**src/rtl/cpu24_multicycle_sequencer_if.sv**
```systemverilog
// ---------------------------------------------------------------------------
// cpu24_multicycle_sequencer_if
// Bundles the sequencer's datapath-facing signals.
//   master : the sequencer. It receives Start, opcode, Function, Zero and
//            MemReady, and drives the control strobes, status and InstrCount.
//   slave  : the datapath/memory side, which sees the opposite directions.
// CNT_W must match the CNT_W of the sequencer that is attached.
// ---------------------------------------------------------------------------
interface cpu24_multicycle_sequencer_if #(
    parameter int CNT_W = 16
);
    logic             Start;
    logic [3:0]       opcode;
    logic [3:0]       Function;
    logic             Zero;
    logic             MemReady;
    logic             PCWrite;
    logic             PCSrc;
    logic             IRWrite;
    logic             RegDst;
    logic             ALUSrc;
    logic [1:0]       ALUOp;
    logic             MemRead;
    logic             MemWrite;
    logic             MemToReg;
    logic             RegWrite;
    logic             MulWrite;
    logic             Busy;
    logic             Halted;
    logic             IllegalOp;
    logic             BusError;
    logic [CNT_W-1:0] InstrCount;

    modport master (
        input  Start, opcode, Function, Zero, MemReady,
        output PCWrite, PCSrc, IRWrite, RegDst, ALUSrc, ALUOp,
               MemRead, MemWrite, MemToReg, RegWrite, MulWrite,
               Busy, Halted, IllegalOp, BusError, InstrCount
    );

    modport slave (
        output Start, opcode, Function, Zero, MemReady,
        input  PCWrite, PCSrc, IRWrite, RegDst, ALUSrc, ALUOp,
               MemRead, MemWrite, MemToReg, RegWrite, MulWrite,
               Busy, Halted, IllegalOp, BusError, InstrCount
    );
endinterface

```
**src/rtl/cpu24_multicycle_sequencer.sv**
```systemverilog
// ---------------------------------------------------------------------------
// cpu24_multicycle_sequencer
// Multi-cycle control FSM for the 24-bit CPU datapath:
// IDLE -> FETCH -> DECODE -> EXEC -> [MEM] -> [WB] -> FETCH, plus HALT.
// Ports:
//   Clock  : system clock, rising edge
//   ResetN : synchronous active-low reset
//   bus    : master side of cpu24_multicycle_sequencer_if
//            (instruction fields, Zero and MemReady in; strobes, mux
//            selects, status flags and the retired-instruction count out)
// The control outputs are decoded from the state and the opcode/Function
// latched in DECODE. The one exception is the branch PC write in EXEC,
// which also qualifies on the ALU Zero flag.
// ---------------------------------------------------------------------------
module cpu24_multicycle_sequencer #(
    parameter int CNT_W       = 16,
    parameter int MEM_TIMEOUT = 15
) (
    input  logic                          Clock,
    input  logic                          ResetN,
    cpu24_multicycle_sequencer_if.master  bus
);
    localparam int TO_W = $clog2(MEM_TIMEOUT + 1);
    localparam logic [TO_W-1:0] TO_LAST = TO_W'(MEM_TIMEOUT - 1);

    localparam logic [2:0] S_IDLE   = 3'd0;
    localparam logic [2:0] S_FETCH  = 3'd1;
    localparam logic [2:0] S_DECODE = 3'd2;
    localparam logic [2:0] S_EXEC   = 3'd3;
    localparam logic [2:0] S_MEM    = 3'd4;
    localparam logic [2:0] S_WB     = 3'd5;
    localparam logic [2:0] S_HALT   = 3'd6;

    localparam logic [3:0] OP_RTYPE = 4'b0000;
    localparam logic [3:0] OP_ADDI  = 4'b0001;
    localparam logic [3:0] OP_ANDI  = 4'b0010;
    localparam logic [3:0] OP_ORI   = 4'b0011;
    localparam logic [3:0] OP_LW    = 4'b0100;
    localparam logic [3:0] OP_SW    = 4'b0101;
    localparam logic [3:0] OP_BEQ   = 4'b0110;
    localparam logic [3:0] OP_BNE   = 4'b0111;
    localparam logic [3:0] OP_HALT  = 4'b1111;
    localparam logic [3:0] FN_MUL   = 4'b1000;

    logic [2:0]       state_q, state_d;
    logic [3:0]       op_q, op_d;
    logic [3:0]       fn_q, fn_d;
    logic [TO_W-1:0]  to_cnt_q, to_cnt_d;
    logic [CNT_W-1:0] instr_cnt_q, instr_cnt_d;
    logic             illegal_q, illegal_d;
    logic             bus_err_q, bus_err_d;

    // Decode of the latched instruction
    logic       is_rtype, is_lw, is_sw, is_branch, branch_taken, alu_src;
    logic [1:0] alu_op;

    always_comb begin
        is_rtype     = (op_q == OP_RTYPE);
        is_lw        = (op_q == OP_LW);
        is_sw        = (op_q == OP_SW);
        is_branch    = (op_q == OP_BEQ) || (op_q == OP_BNE);
        branch_taken = ((op_q == OP_BEQ) && bus.Zero) ||
                       ((op_q == OP_BNE) && !bus.Zero);
        alu_src      = (op_q == OP_ADDI) || (op_q == OP_ANDI) ||
                       (op_q == OP_ORI)  || is_lw || is_sw;
        if (is_rtype)
            alu_op = 2'b10;
        else if ((op_q == OP_ANDI) || (op_q == OP_ORI))
            alu_op = 2'b11;
        else if (is_branch)
            alu_op = 2'b01;
        else
            alu_op = 2'b00;
    end

    // Next-state logic. A retire is any transition into FETCH from
    // EXEC, MEM or WB.
    always_comb begin
        state_d     = state_q;
        op_d        = op_q;
        fn_d        = fn_q;
        to_cnt_d    = to_cnt_q;
        instr_cnt_d = instr_cnt_q;
        illegal_d   = illegal_q;
        bus_err_d   = bus_err_q;
        case (state_q)
            S_IDLE: begin
                if (bus.Start)
                    state_d = S_FETCH;
            end
            S_FETCH: state_d = S_DECODE;
            S_DECODE: begin
                op_d = bus.opcode;
                fn_d = bus.Function;
                if (bus.opcode == OP_HALT) begin
                    state_d = S_HALT;
                end else if (bus.opcode[3]) begin
                    // 1000..1110 are undefined
                    illegal_d = 1'b1;
                    state_d   = S_HALT;
                end else begin
                    state_d = S_EXEC;
                end
            end
            S_EXEC: begin
                if (is_branch) begin
                    state_d     = S_FETCH;
                    instr_cnt_d = instr_cnt_q + 1'b1;
                end else if (is_lw || is_sw) begin
                    state_d = S_MEM;
                end else begin
                    state_d = S_WB;
                end
            end
            S_MEM: begin
                if (bus.MemReady) begin
                    to_cnt_d = '0;
                    if (is_lw) begin
                        state_d = S_WB;
                    end else begin
                        state_d     = S_FETCH;
                        instr_cnt_d = instr_cnt_q + 1'b1;
                    end
                end else if (to_cnt_q == TO_LAST) begin
                    // This was the last allowed MEM cycle without a reply
                    to_cnt_d  = '0;
                    bus_err_d = 1'b1;
                    state_d   = S_HALT;
                end else begin
                    to_cnt_d = to_cnt_q + 1'b1;
                end
            end
            S_WB: begin
                state_d     = S_FETCH;
                instr_cnt_d = instr_cnt_q + 1'b1;
            end
            S_HALT:  state_d = S_HALT;
            default: state_d = S_IDLE;
        endcase
    end

    always_ff @(posedge Clock) begin
        if (!ResetN) begin
            state_q     <= S_IDLE;
            op_q        <= '0;
            fn_q        <= '0;
            to_cnt_q    <= '0;
            instr_cnt_q <= '0;
            illegal_q   <= 1'b0;
            bus_err_q   <= 1'b0;
        end else begin
            state_q     <= state_d;
            op_q        <= op_d;
            fn_q        <= fn_d;
            to_cnt_q    <= to_cnt_d;
            instr_cnt_q <= instr_cnt_d;
            illegal_q   <= illegal_d;
            bus_err_q   <= bus_err_d;
        end
    end

    // Output decode
    logic       pc_write, pc_src, ir_write, reg_dst, alu_src_o;
    logic       mem_read, mem_write, mem_to_reg, reg_write, mul_write;
    logic [1:0] alu_op_o;

    always_comb begin
        pc_write   = 1'b0;
        pc_src     = 1'b0;
        ir_write   = 1'b0;
        reg_dst    = 1'b0;
        alu_src_o  = 1'b0;
        alu_op_o   = 2'b00;
        mem_read   = 1'b0;
        mem_write  = 1'b0;
        mem_to_reg = 1'b0;
        reg_write  = 1'b0;
        mul_write  = 1'b0;
        case (state_q)
            S_FETCH: begin
                ir_write = 1'b1;
                pc_write = 1'b1;
            end
            S_EXEC: begin
                alu_src_o = alu_src;
                alu_op_o  = alu_op;
                if (branch_taken) begin
                    pc_write = 1'b1;
                    pc_src   = 1'b1;
                end
            end
            S_MEM: begin
                alu_src_o = alu_src;
                alu_op_o  = alu_op;
                mem_read  = is_lw;
                mem_write = is_sw;
            end
            S_WB: begin
                alu_src_o  = alu_src;
                alu_op_o   = alu_op;
                reg_write  = 1'b1;
                reg_dst    = is_rtype;
                mem_to_reg = is_lw;
                mul_write  = is_rtype && (fn_q == FN_MUL);
            end
            default: ;
        endcase
    end

    assign bus.PCWrite    = pc_write;
    assign bus.PCSrc      = pc_src;
    assign bus.IRWrite    = ir_write;
    assign bus.RegDst     = reg_dst;
    assign bus.ALUSrc     = alu_src_o;
    assign bus.ALUOp      = alu_op_o;
    assign bus.MemRead    = mem_read;
    assign bus.MemWrite   = mem_write;
    assign bus.MemToReg   = mem_to_reg;
    assign bus.RegWrite   = reg_write;
    assign bus.MulWrite   = mul_write;
    assign bus.Busy       = (state_q != S_IDLE) && (state_q != S_HALT);
    assign bus.Halted     = (state_q == S_HALT);
    assign bus.IllegalOp  = illegal_q;
    assign bus.BusError   = bus_err_q;
    assign bus.InstrCount = instr_cnt_q;
endmodule

```
**src/flat_wrapper.sv**
```systemverilog
// flat-port wrapper written by rule: the top's interface ports become plain ports
module cpu24_multicycle_sequencer_flat 
#(
    parameter int CNT_W       = 16,
    parameter int MEM_TIMEOUT = 15
)
  (Clock, ResetN, bus_Start, bus_opcode, bus_Function, bus_Zero, bus_MemReady, bus_PCWrite, bus_PCSrc, bus_IRWrite, bus_RegDst, bus_ALUSrc, bus_ALUOp, bus_MemRead, bus_MemWrite, bus_MemToReg, bus_RegWrite, bus_MulWrite, bus_Busy, bus_Halted, bus_IllegalOp, bus_BusError, bus_InstrCount);
  cpu24_multicycle_sequencer_if #(.CNT_W(CNT_W)) bus_i ();
  input  logic Clock;
  input  logic ResetN;
  input wire logic [$bits(bus_i.Start)-1:0] bus_Start;
  input wire logic [$bits(bus_i.opcode)-1:0] bus_opcode;
  input wire logic [$bits(bus_i.Function)-1:0] bus_Function;
  input wire logic [$bits(bus_i.Zero)-1:0] bus_Zero;
  input wire logic [$bits(bus_i.MemReady)-1:0] bus_MemReady;
  output wire logic [$bits(bus_i.PCWrite)-1:0] bus_PCWrite;
  output wire logic [$bits(bus_i.PCSrc)-1:0] bus_PCSrc;
  output wire logic [$bits(bus_i.IRWrite)-1:0] bus_IRWrite;
  output wire logic [$bits(bus_i.RegDst)-1:0] bus_RegDst;
  output wire logic [$bits(bus_i.ALUSrc)-1:0] bus_ALUSrc;
  output wire logic [$bits(bus_i.ALUOp)-1:0] bus_ALUOp;
  output wire logic [$bits(bus_i.MemRead)-1:0] bus_MemRead;
  output wire logic [$bits(bus_i.MemWrite)-1:0] bus_MemWrite;
  output wire logic [$bits(bus_i.MemToReg)-1:0] bus_MemToReg;
  output wire logic [$bits(bus_i.RegWrite)-1:0] bus_RegWrite;
  output wire logic [$bits(bus_i.MulWrite)-1:0] bus_MulWrite;
  output wire logic [$bits(bus_i.Busy)-1:0] bus_Busy;
  output wire logic [$bits(bus_i.Halted)-1:0] bus_Halted;
  output wire logic [$bits(bus_i.IllegalOp)-1:0] bus_IllegalOp;
  output wire logic [$bits(bus_i.BusError)-1:0] bus_BusError;
  output wire logic [$bits(bus_i.InstrCount)-1:0] bus_InstrCount;
  assign bus_i.Start = bus_Start;
  assign bus_i.opcode = bus_opcode;
  assign bus_i.Function = bus_Function;
  assign bus_i.Zero = bus_Zero;
  assign bus_i.MemReady = bus_MemReady;
  assign bus_PCWrite = bus_i.PCWrite;
  assign bus_PCSrc = bus_i.PCSrc;
  assign bus_IRWrite = bus_i.IRWrite;
  assign bus_RegDst = bus_i.RegDst;
  assign bus_ALUSrc = bus_i.ALUSrc;
  assign bus_ALUOp = bus_i.ALUOp;
  assign bus_MemRead = bus_i.MemRead;
  assign bus_MemWrite = bus_i.MemWrite;
  assign bus_MemToReg = bus_i.MemToReg;
  assign bus_RegWrite = bus_i.RegWrite;
  assign bus_MulWrite = bus_i.MulWrite;
  assign bus_Busy = bus_i.Busy;
  assign bus_Halted = bus_i.Halted;
  assign bus_IllegalOp = bus_i.IllegalOp;
  assign bus_BusError = bus_i.BusError;
  assign bus_InstrCount = bus_i.InstrCount;
  cpu24_multicycle_sequencer #(.CNT_W(CNT_W), .MEM_TIMEOUT(MEM_TIMEOUT)) u_core (.Clock(Clock), .ResetN(ResetN), .bus(bus_i));
endmodule
```
**config.mk**
```make
export PLATFORM = sky130hd
export DESIGN_NAME = cpu24_multicycle_sequencer_flat
export DESIGN_NICKNAME = d
export VERILOG_FILES = /design/src/rtl/cpu24_multicycle_sequencer_if.sv /design/src/rtl/cpu24_multicycle_sequencer.sv /design/src/flat_wrapper.sv
export SDC_FILE = /design/constraint.sdc
export NUM_CORES = 1
export LEC_CHECK = 0
export ABC_AREA = 1
export BUFFER_PORTS_ARGS = -buffer_cell sky130_fd_sc_hd__buf_2
export CAP_MARGIN = 20
export CORE_MARGIN = 10
export CORE_UTILIZATION = 54
export DETAILED_ROUTE_END_ITERATION = 10
export HOLD_SLACK_MARGIN = 0.08
export PLACE_DENSITY_LB_ADDON = 0.1
export SLEW_MARGIN = 20
export SYNTH_ARGS = -nofsm -noshare
export SYNTH_HDL_FRONTEND = slang
export SYNTH_SLANG_ARGS = --single-unit
export TNS_END_PERCENT = 1
```
**constraint.sdc**
```tcl
create_clock -name Clock -period 1.55 [get_ports Clock]
set_input_delay 0.155 -clock Clock [delete_from_list [all_inputs] [get_ports Clock]]
set_output_delay 0.155 -clock Clock [all_outputs]
set_load 0.05 [all_outputs]
```
After elaboration in Yosys (flattened, before gate mapping)
Cells that the tools add are included.

Equal/unequal tests: 22. Reduce and logical (&&, ||, !) cells: 22. Muxes and demuxes: 30. Bitwise gates (word level): 2. $add $sub $neg: 2.

Operators with widths (count): 16-bit two-way mux (3); 16-bit one-hot mux with 3 select lines (1); 3-bit two-way mux (7); 3-bit one-hot mux with 7 select lines (1); 16-bit by 1-bit adder with 16-bit output (second input constant) (1); 4-bit by 3-bit == test with 1-bit output (second input constant) (4); 4-bit == test (second input constant) (3); 1-bit two-way mux (12); 3-bit == test (second input constant) (3); 4-bit by 2-bit == test with 1-bit output (second input constant) (2); 1-bit logical OR (8); 4-bit two-way mux (2); 3-bit by 2-bit == test with 1-bit output (second input constant) (2); 2-bit two-way mux (3); 2-bit inequality test (second input constant) (3); 3-bit AND reduction (2); 3-bit nonzero test (2); 4-bit by 1-bit adder with 4-bit output (second input constant) (1); 4-bit by 1-bit == test with 1-bit output (second input constant) (1); 1-bit logical AND (4); 4-bit logical NOT (1); 4-bit AND reduction (1); 3-bit by 1-bit == test with 1-bit output (second input constant) (1); 3-bit logical NOT (1); other kinds (8) (9).

Flip-flop bits (word level): 33. Output and inout bits: 32. Input port bits: 13. Word-level logic and storage cells: 85.

Longest topological paths before layout
Gate-level depths: netlist of run 1.

Depth after elaboration: 6. Gate-level depth with buffers: 11. Gate-level depth less buffers: 9.

Worst setup path before layout of run 1
Ideal clock, no wire load.

Path type: reg2out. From: register u_core.state_q[2]. To: output port bus_PCWrite. Data required time: 1.395 ns. Cell stages (with the launch flop): 5. Arrival time: 2.645 ns. Setup slack: -1.250 ns. Path through: dfxtp_1 > inv_2 > nand3_1 > nor4_1 > or2_2.

Longest elaborated chain between the ends: 2.

Ends and longest elaborated chain: start: declaration (RTL line cpu24_multicycle_sequencer.sv:45) `logic [2:0] state_q, state_d;`; start signal: assignment (RTL line cpu24_multicycle_sequencer.sv:152) `state_q <= state_d;`; 3-bit by 2-bit == test with 1-bit output / 3-bit by 1-bit == test with 1-bit output (equally long branches) (RTL line cpu24_multicycle_sequencer.sv:179) `case (state_q)`; 1-bit one-hot mux with 2 select lines * (RTL line cpu24_multicycle_sequencer.sv:179); end: declaration (RTL line flat_wrapper.sv:16) `output wire logic [$bits(bus_i.PCWrite)-1:0] bus_PCWrite;`.

Mark *: on every way between the ends. The rest lies on a longest branch, timed or not.

Final worst setup path of run 1
Same ends and word-level chain as after synthesis.

==> metrics, run 1 <==
outcome=finished with violations; failing checks=setup timing; PwrDens=just under 1000 nW/um^2; Syn Inst Count=between 200 and 300; worst hold slack=~0.09 ns; CTS Buf Count=5; CP delay by family, top=simple AND/OR/NAND/NOR gates; Yosys cell types=33; ANT cells=0; number of global-route vias before repair=~2000; DR vias/cell=~5.0; Hold Buf Count CTS=0; Worst Tran Pin Value=around 0.33 ns; CTS sink count=33; TritonRoute pass-1 iters=4; Critical Path Max Stage Delay=0.38 ns; root buffer selected by CTS=clkbuf_8; ys async rst share=0; CP max FO=5; RSZ-0062 raised after global routing=true; Multi-input gate area=between 1000 and 1500 um^2; syn avg cell area=6.94 um^2; Worst setup EP type=output pin; Syn-to-layout area delta=33.4%; peak supply drop=between 0.0006 and 0.0007 V; initial antenna violation count=0; post-layout minimum cycle time=1.59 ns; P_int=1.57 mW; Slew headroom=0.778; die height=approximately 81 um; Clock Latency Late Sink=roughly 0.29 ns; Initial Util=0.552; synthesized flop and latch total=33; antenna viol nets, final=0; count of nets after finishing=between 300 and 400; Synth Flop Type=dfxtp_1; share of layout cells above drive strength 1=0.416; Synth top area share=0.332; Final GP Congestion=approximately 0.87; final worst path period share=1.02; residual DRC count=0; die area=6520 um^2; Mapped Area=1990 um^2; number of port buffers=44; CP required=about 1.4 ns; DR iter-0 viols=approximately 50; worst-path cell chain=inv_6 > nand3_4 > nor4_4 > or2_4 > buf_8; GRT overflow=0; synth top area cells=dfxtp_1 (33%), nand2_1 (11%), nor2_1 (8.1%); fmax=~0.63 GHz; Max clock buf depth=2; TritonCTS clock tree=yes; area leader, netlist=dfxtp_1; skew final=approximately 0.008 ns; clock share of power=0.243; vias=between 2000 and 2500; first-pass GRT wire length=9.10 mm; Buffers & Inverters on Critical Path=2; Setup violations, final=4; hold crit path type=in -> reg; Fin. Hold Viols=0; fin. max-slew vios=0; top-count cell post-synth=nand2_1; Leak=1.11 nW; FF/Latch Area=roughly 680 um^2; final setup margin=-0.0357 ns; post-synthesis sequential area ratio=0.332; net switching power=about 1.0 mW; Mapped Nets=slightly above 300; crit path DAT=approximately 1.4 ns; Post-synth EDFFs=0; Fill cells=a little under 300; Ports=45; Die Span X=between 80 and 90 um; Synth top cells by count=nand2_1 (57), nor2_1 (43), dfxtp_1 (33); Overall Global Routing Usage=0.173; Sw Share=0.392; TNS Setup=-0.0828 ns; YS warnings=0; Core Area=between 3000 and 4000 um^2; wire per inst=13.1 um; H-tree depth=2; largest net degree at the start of global routing=18; Worst setup SP type=flop; final wirelength=around 5.3 mm; Comb pwr share=0.368; row cnt=22; DP Wirelength=slightly below 4 mm; WS Path Type=reg -> out; Max Cap Viol=0; Clock transition at path regs=~0.070 ns; CP max-delay cell=dfxtp_4; Flop pwr share=0.389
-- layout by cell type, fill, tap and decap left out, types with 3 or more instances in the layout --
cell	n
inv_1	27
nor2_1	37
inv_2	5
o21ai_0	15
a21oi_1	12
buf_4	21
a21oi_2	14
nand2_1	53
nor3_1	6
clkbuf_8	5
nand2_2	26
nand2_4	3
xnor2_1	6
nand3_1	9
nor2_2	5
dfxtp_4	4
buf_6	9
nand4_1	4
buf_2	32
dfxtp_1	27
-- sequential cells by signal, indices dropped and copies added (netlist names) --
| register | cells |
|---|---|
| u_core.op_q | 4 |
| u_core.state_q | 3 |
| u_core.bus.InstrCount | 16 |
| u_core.bus.IllegalOp | 1 |
| u_core.to_cnt_q | 4 |
| u_core.bus.BusError | 1 |
| u_core.fn_q | 4 |
-- metal layers --
layer  global-route usage  wire length (um)  part of all wire
met5                    0                 0                 0
met4               0.0675               110             0.021
met3               0.0541               298             0.057
met2                0.309              2660              0.51
met1                0.187              2180              0.42
-- path summary, 6_finish.rpt --
kind | start | to | slack (ns) | depth (start not counted)
max | u_core.state_q[2] | bus_PCWrite | -0.04 | 5
min | bus_Function[0] | u_core.fn_q[0] | 0.09 | 3
max reg2reg | u_core.state_q[2] | u_core.bus.InstrCount[8] | 0.06 | 9
min reg2reg | u_core.fn_q[2] | u_core.fn_q[2] | 0.45 | 2
-- through the flow --
stage / power [mW] / area (um^2) / setup WS, ns / cells / util
2_1_floorplan: 1.65 / 2040 / -0.296 / 287 / -
3_3_place_gp: 1.82 / 2390 / 0.0276 / 390 / 0.663
3_5_place_dp: 1.83 / 2390 / -0.0519 / 390 / 0.663
4_1_cts: 2.56 / 2590 / -0.0626 / 401 / 0.718
5_1_grt: 2.74 / 2660 / -0.0999 / 401 / 0.737
6_report: 2.59 / 2660 / -0.0357 / 401 / 0.737
-- power groups by stage --
stage	Sequential, mW	Combinational [mW]	Clock [mW]
after detailed placement	0.999	0.829	0
final	1.01	0.952	0.629
after CTS	1.00	0.924	0.636
after global placement	0.996	0.824	0
after floorplan	1.03	0.622	0
after global routing	1.02	1.03	0.690
-- logic make-up after synthesis --
| kind of cell | count (synthesis) | share of synthesized area |
|---|---|---|
| AOI/OAI and AO/OA | 46 | 0.148 |
| buffers and inverters | 41 | 0.0992 |
| and+or+nand+nor | 156 | 0.367 |
| DFF | 33 | 0.332 |
| adders and majority gates | 3 | 0.0188 |
| xor gates and xnor gates | 8 | 0.0352 |
-- worst reg2reg max path, stage by stage (launching register included) --
cell	delay (ns)
dfxtp_4	0.38
inv_6	0.09
nand3_4	0.10
o21ai_4	0.09
buf_4	0.15
nand2_4	0.07
nor2_8	0.28
nand2_1	0.10
nand2_1	0.08
a21oi_2	0.03
-- cell type report --
type,instances,area share
clock buffer,6,0.0273
clock inverter,2,0.00377
inverter,34,0.0509
multi-input combinational,213,0.471
sequential,33,0.255
tap,48,0.0226
timing repair buffer,65,0.169
-- repair_timing --
item	CTS	global route
pin swaps	6	4
endpoints found under the setup margin	29	31
gates resized for setup	35	20
buffers inserted	3	0
No activity file was read; power rests on OpenSTA's default activity.
==> run 2, diff against run 1 <==
PLACE_DENSITY = 0.85   (was not set)
PLACE_DENSITY_LB_ADDON = not set   (was 0.1)
==> run 2 against run 1 <==
The run still ends with setup timing left. Sequential share of layout area barely moved. Critical path type unchanged. Maximum frequency fell by 2.6%. Largest power group unchanged. Sequential power is essentially flat. Register-to-register slack got worse by 0.02 ns. Flip-flop and latch count unchanged.
==> metrics, run 2 (synthesized netlist as in run 1, its figures left out) <==
outcome=finished with violations; failing checks=setup timing; Initial Util=0.552 (unchanged); CP required=1.39 ns (about the same); antenna viol nets, final=0 (unchanged); Fin. Hold Viols=0 (unchanged); die area=6520 um^2 (unchanged); peak supply drop=0.000631 V (+1.1%); Worst setup EP type=output pin; hold crit path type=in -> reg; Reg-to-Reg End=u_core.bus.InstrCount[3]; count of nets after finishing=368 (unchanged); number of flip-flops under the largest register name=16 (unchanged); hold endpoint=u_core.fn_q[0]; Worst setup SP type=flop; ANT cells=0 (unchanged); CP delay by family, top=simple AND/OR/NAND/NOR gates; final setup margin=-0.0784 ns (-0.0426 ns); skew final=0.00472 ns (-0.00330 ns); Overall Global Routing Usage=0.167 (-0.00603); R2R Setup Slk=0.04 ns (-0.02 ns); Max clock buf depth=2 (unchanged); Clock Latency Late Sink=0.28 ns (about the same); CP max FO=5 (unchanged); CTS Buf Count=5 (unchanged); final worst path period share=1.05 (+0.0275); worst hold path stage count=3 (unchanged); number of port buffers=44 (unchanged); Ports=45 (unchanged); RSZ-0062 raised after global routing=true; GRT overflow=0 (unchanged); DR iter-0 viols=193 (+290%); Core Area=3610 um^2 (unchanged); Final GP Congestion=0.888 (+2.6%); Worst Tran Pin Value=0.314 ns (-0.0192 ns); Worst Reg-to-Reg Cells=6 (-3); TritonRoute pass-1 iters=5 (+1); number of global-route vias before repair=2005 (-1.8%); final wirelength=5.41 mm (+3.1%); first-pass GRT wire length=8.87 mm (-2.6%); TritonCTS clock tree=yes; WS Path Type=reg -> out; largest net degree at the start of global routing=21 (+3); wire per inst=13.5 um (+3.3%); share of layout cells above drive strength 1=0.412 (-0.00450); commonest cells after routing, fill and taps aside=nand2_1 (56), nor2_1 (38), buf_2 (32), inv_1 (25), dfxtp_1 (25); crit path DAT=1.47 ns (+0.04 ns); CTS sink count=33 (unchanged); post-layout minimum cycle time=1.63 ns (+0.0426 ns); residual DRC count=0 (unchanged); Setup violations, final=4 (unchanged); Die Span X=80.7 um (unchanged); Leak=1.11 nW (+0.21%); most common cell after layout, fill and taps aside=nand2_1; Syn-to-layout area delta=33.1%; fin. max-slew vios=0 (unchanged); root buffer selected by CTS=clkbuf_8; TNS Setup=-0.162 ns (-0.0791 ns); H-tree depth=2 (unchanged); Slew headroom=0.790 (+0.0116); worst-path cell chain=nor2_2 > inv_1 > nor3_4 > and3_4 > buf_8; vias=2085 (+3.1%); Critical Path Max Stage Delay=0.35 ns (-0.03 ns); DR vias/cell=5.21 (+3.3%); DP Wirelength=3.84 mm (-1.8%); Buffers & Inverters on Critical Path=2 (unchanged); fmax=0.614 GHz (-2.6%); initial antenna violation count=0 (unchanged); CP max-delay cell=dfxtp_2; die height=80.7 um (unchanged); PwrDens=995 nW/um^2 (+2.2%); Max Cap Viol=0 (unchanged); Hold Crit Start=bus_Function[0]; worst hold slack=0.109 ns (+0.0173 ns); row cnt=22 (unchanged); Critical R2R Launch=u_core.op_q[1]; Clock transition at path regs=0.07 ns (about the same); Hold Buf Count CTS=0 (unchanged)
## run 2: cell count changes in the layout (fill, tap and decap cells not counted), sizes merged
cell	previous run	this run
buf	63	65
clkbuf	8	7
clkinv	2	0
## run 2: how the worst max path moves through the flow
stage                      start                        to  slack, ns  cells after the start
2_1_floorplan  u_core.state_q[2]               bus_PCWrite      -0.30                      4
3_3_place_gp   u_core.state_q[1]  u_core.bus.InstrCount[8]       0.06                      7
3_5_place_dp   u_core.state_q[1]  u_core.bus.InstrCount[4]     -0.009                      6
4_1_cts        u_core.state_q[1]               bus_PCWrite      -0.04                      5
5_1_grt           u_core.op_q[1]              bus_MulWrite      -0.15                      5
6_report          u_core.op_q[1]              bus_MulWrite      -0.08                      5
## run 2: per-layer routing
layer,share of wire,track usage,vias to the layer above
met5,0,0,-
met4,0.019,0.0727,0
met3,0.080,0.0552,10
met2,0.48,0.281,77
met1,0.42,0.189,952
li1,-,-,1046
## run 2: area by class of cell
class | instances | area (um^2)
Multi-Input combinational cell | 213 | 1240
Inverter | 34 | 135
Timing Repair Buffer | 65 | 449
Clock buffer | 7 | 86.3
Tap cell | 48 | 60.1
Fill cell | 269 | 955
Sequential cell | 33 | 678
## run 2: report_power, final
group	internal, mW	switching, mW	total, mW
logic	0.343	0.638	0.981
clock network	0.352	0.298	0.650
registers	0.928	0.0808	1.01
## run 2: per-stage QoR
stage,util,setup WS (ns),power [mW],area [um^2],instances
finish,0.735,-0.0784,2.64,2650,400
global route,0.735,-0.151,2.78,2650,400
CTS,0.721,-0.0352,2.59,2600,400
detailed placement,0.659,-0.00879,1.82,2370,388
global placement,0.659,0.0637,1.80,2370,388
floorplan,-,-0.296,1.65,2040,287
## run 2: timing repair
item                       4_1_cts  5_1_grt
hold endpoints to repair         0        0
resized for setup               36       20
buffers inserted                 5        0
setup endpoints to repair       14       30
pin swaps                        8        4
## run 2: worst register-to-register path: stages, from the launching register on
cell and delay, ns:
dfxtp_2 0.38, inv_1 0.12, o21ai_1 0.26, nand2_4 0.12, nor2_8 0.30, nand2_1 0.12, a21oi_2 0.15
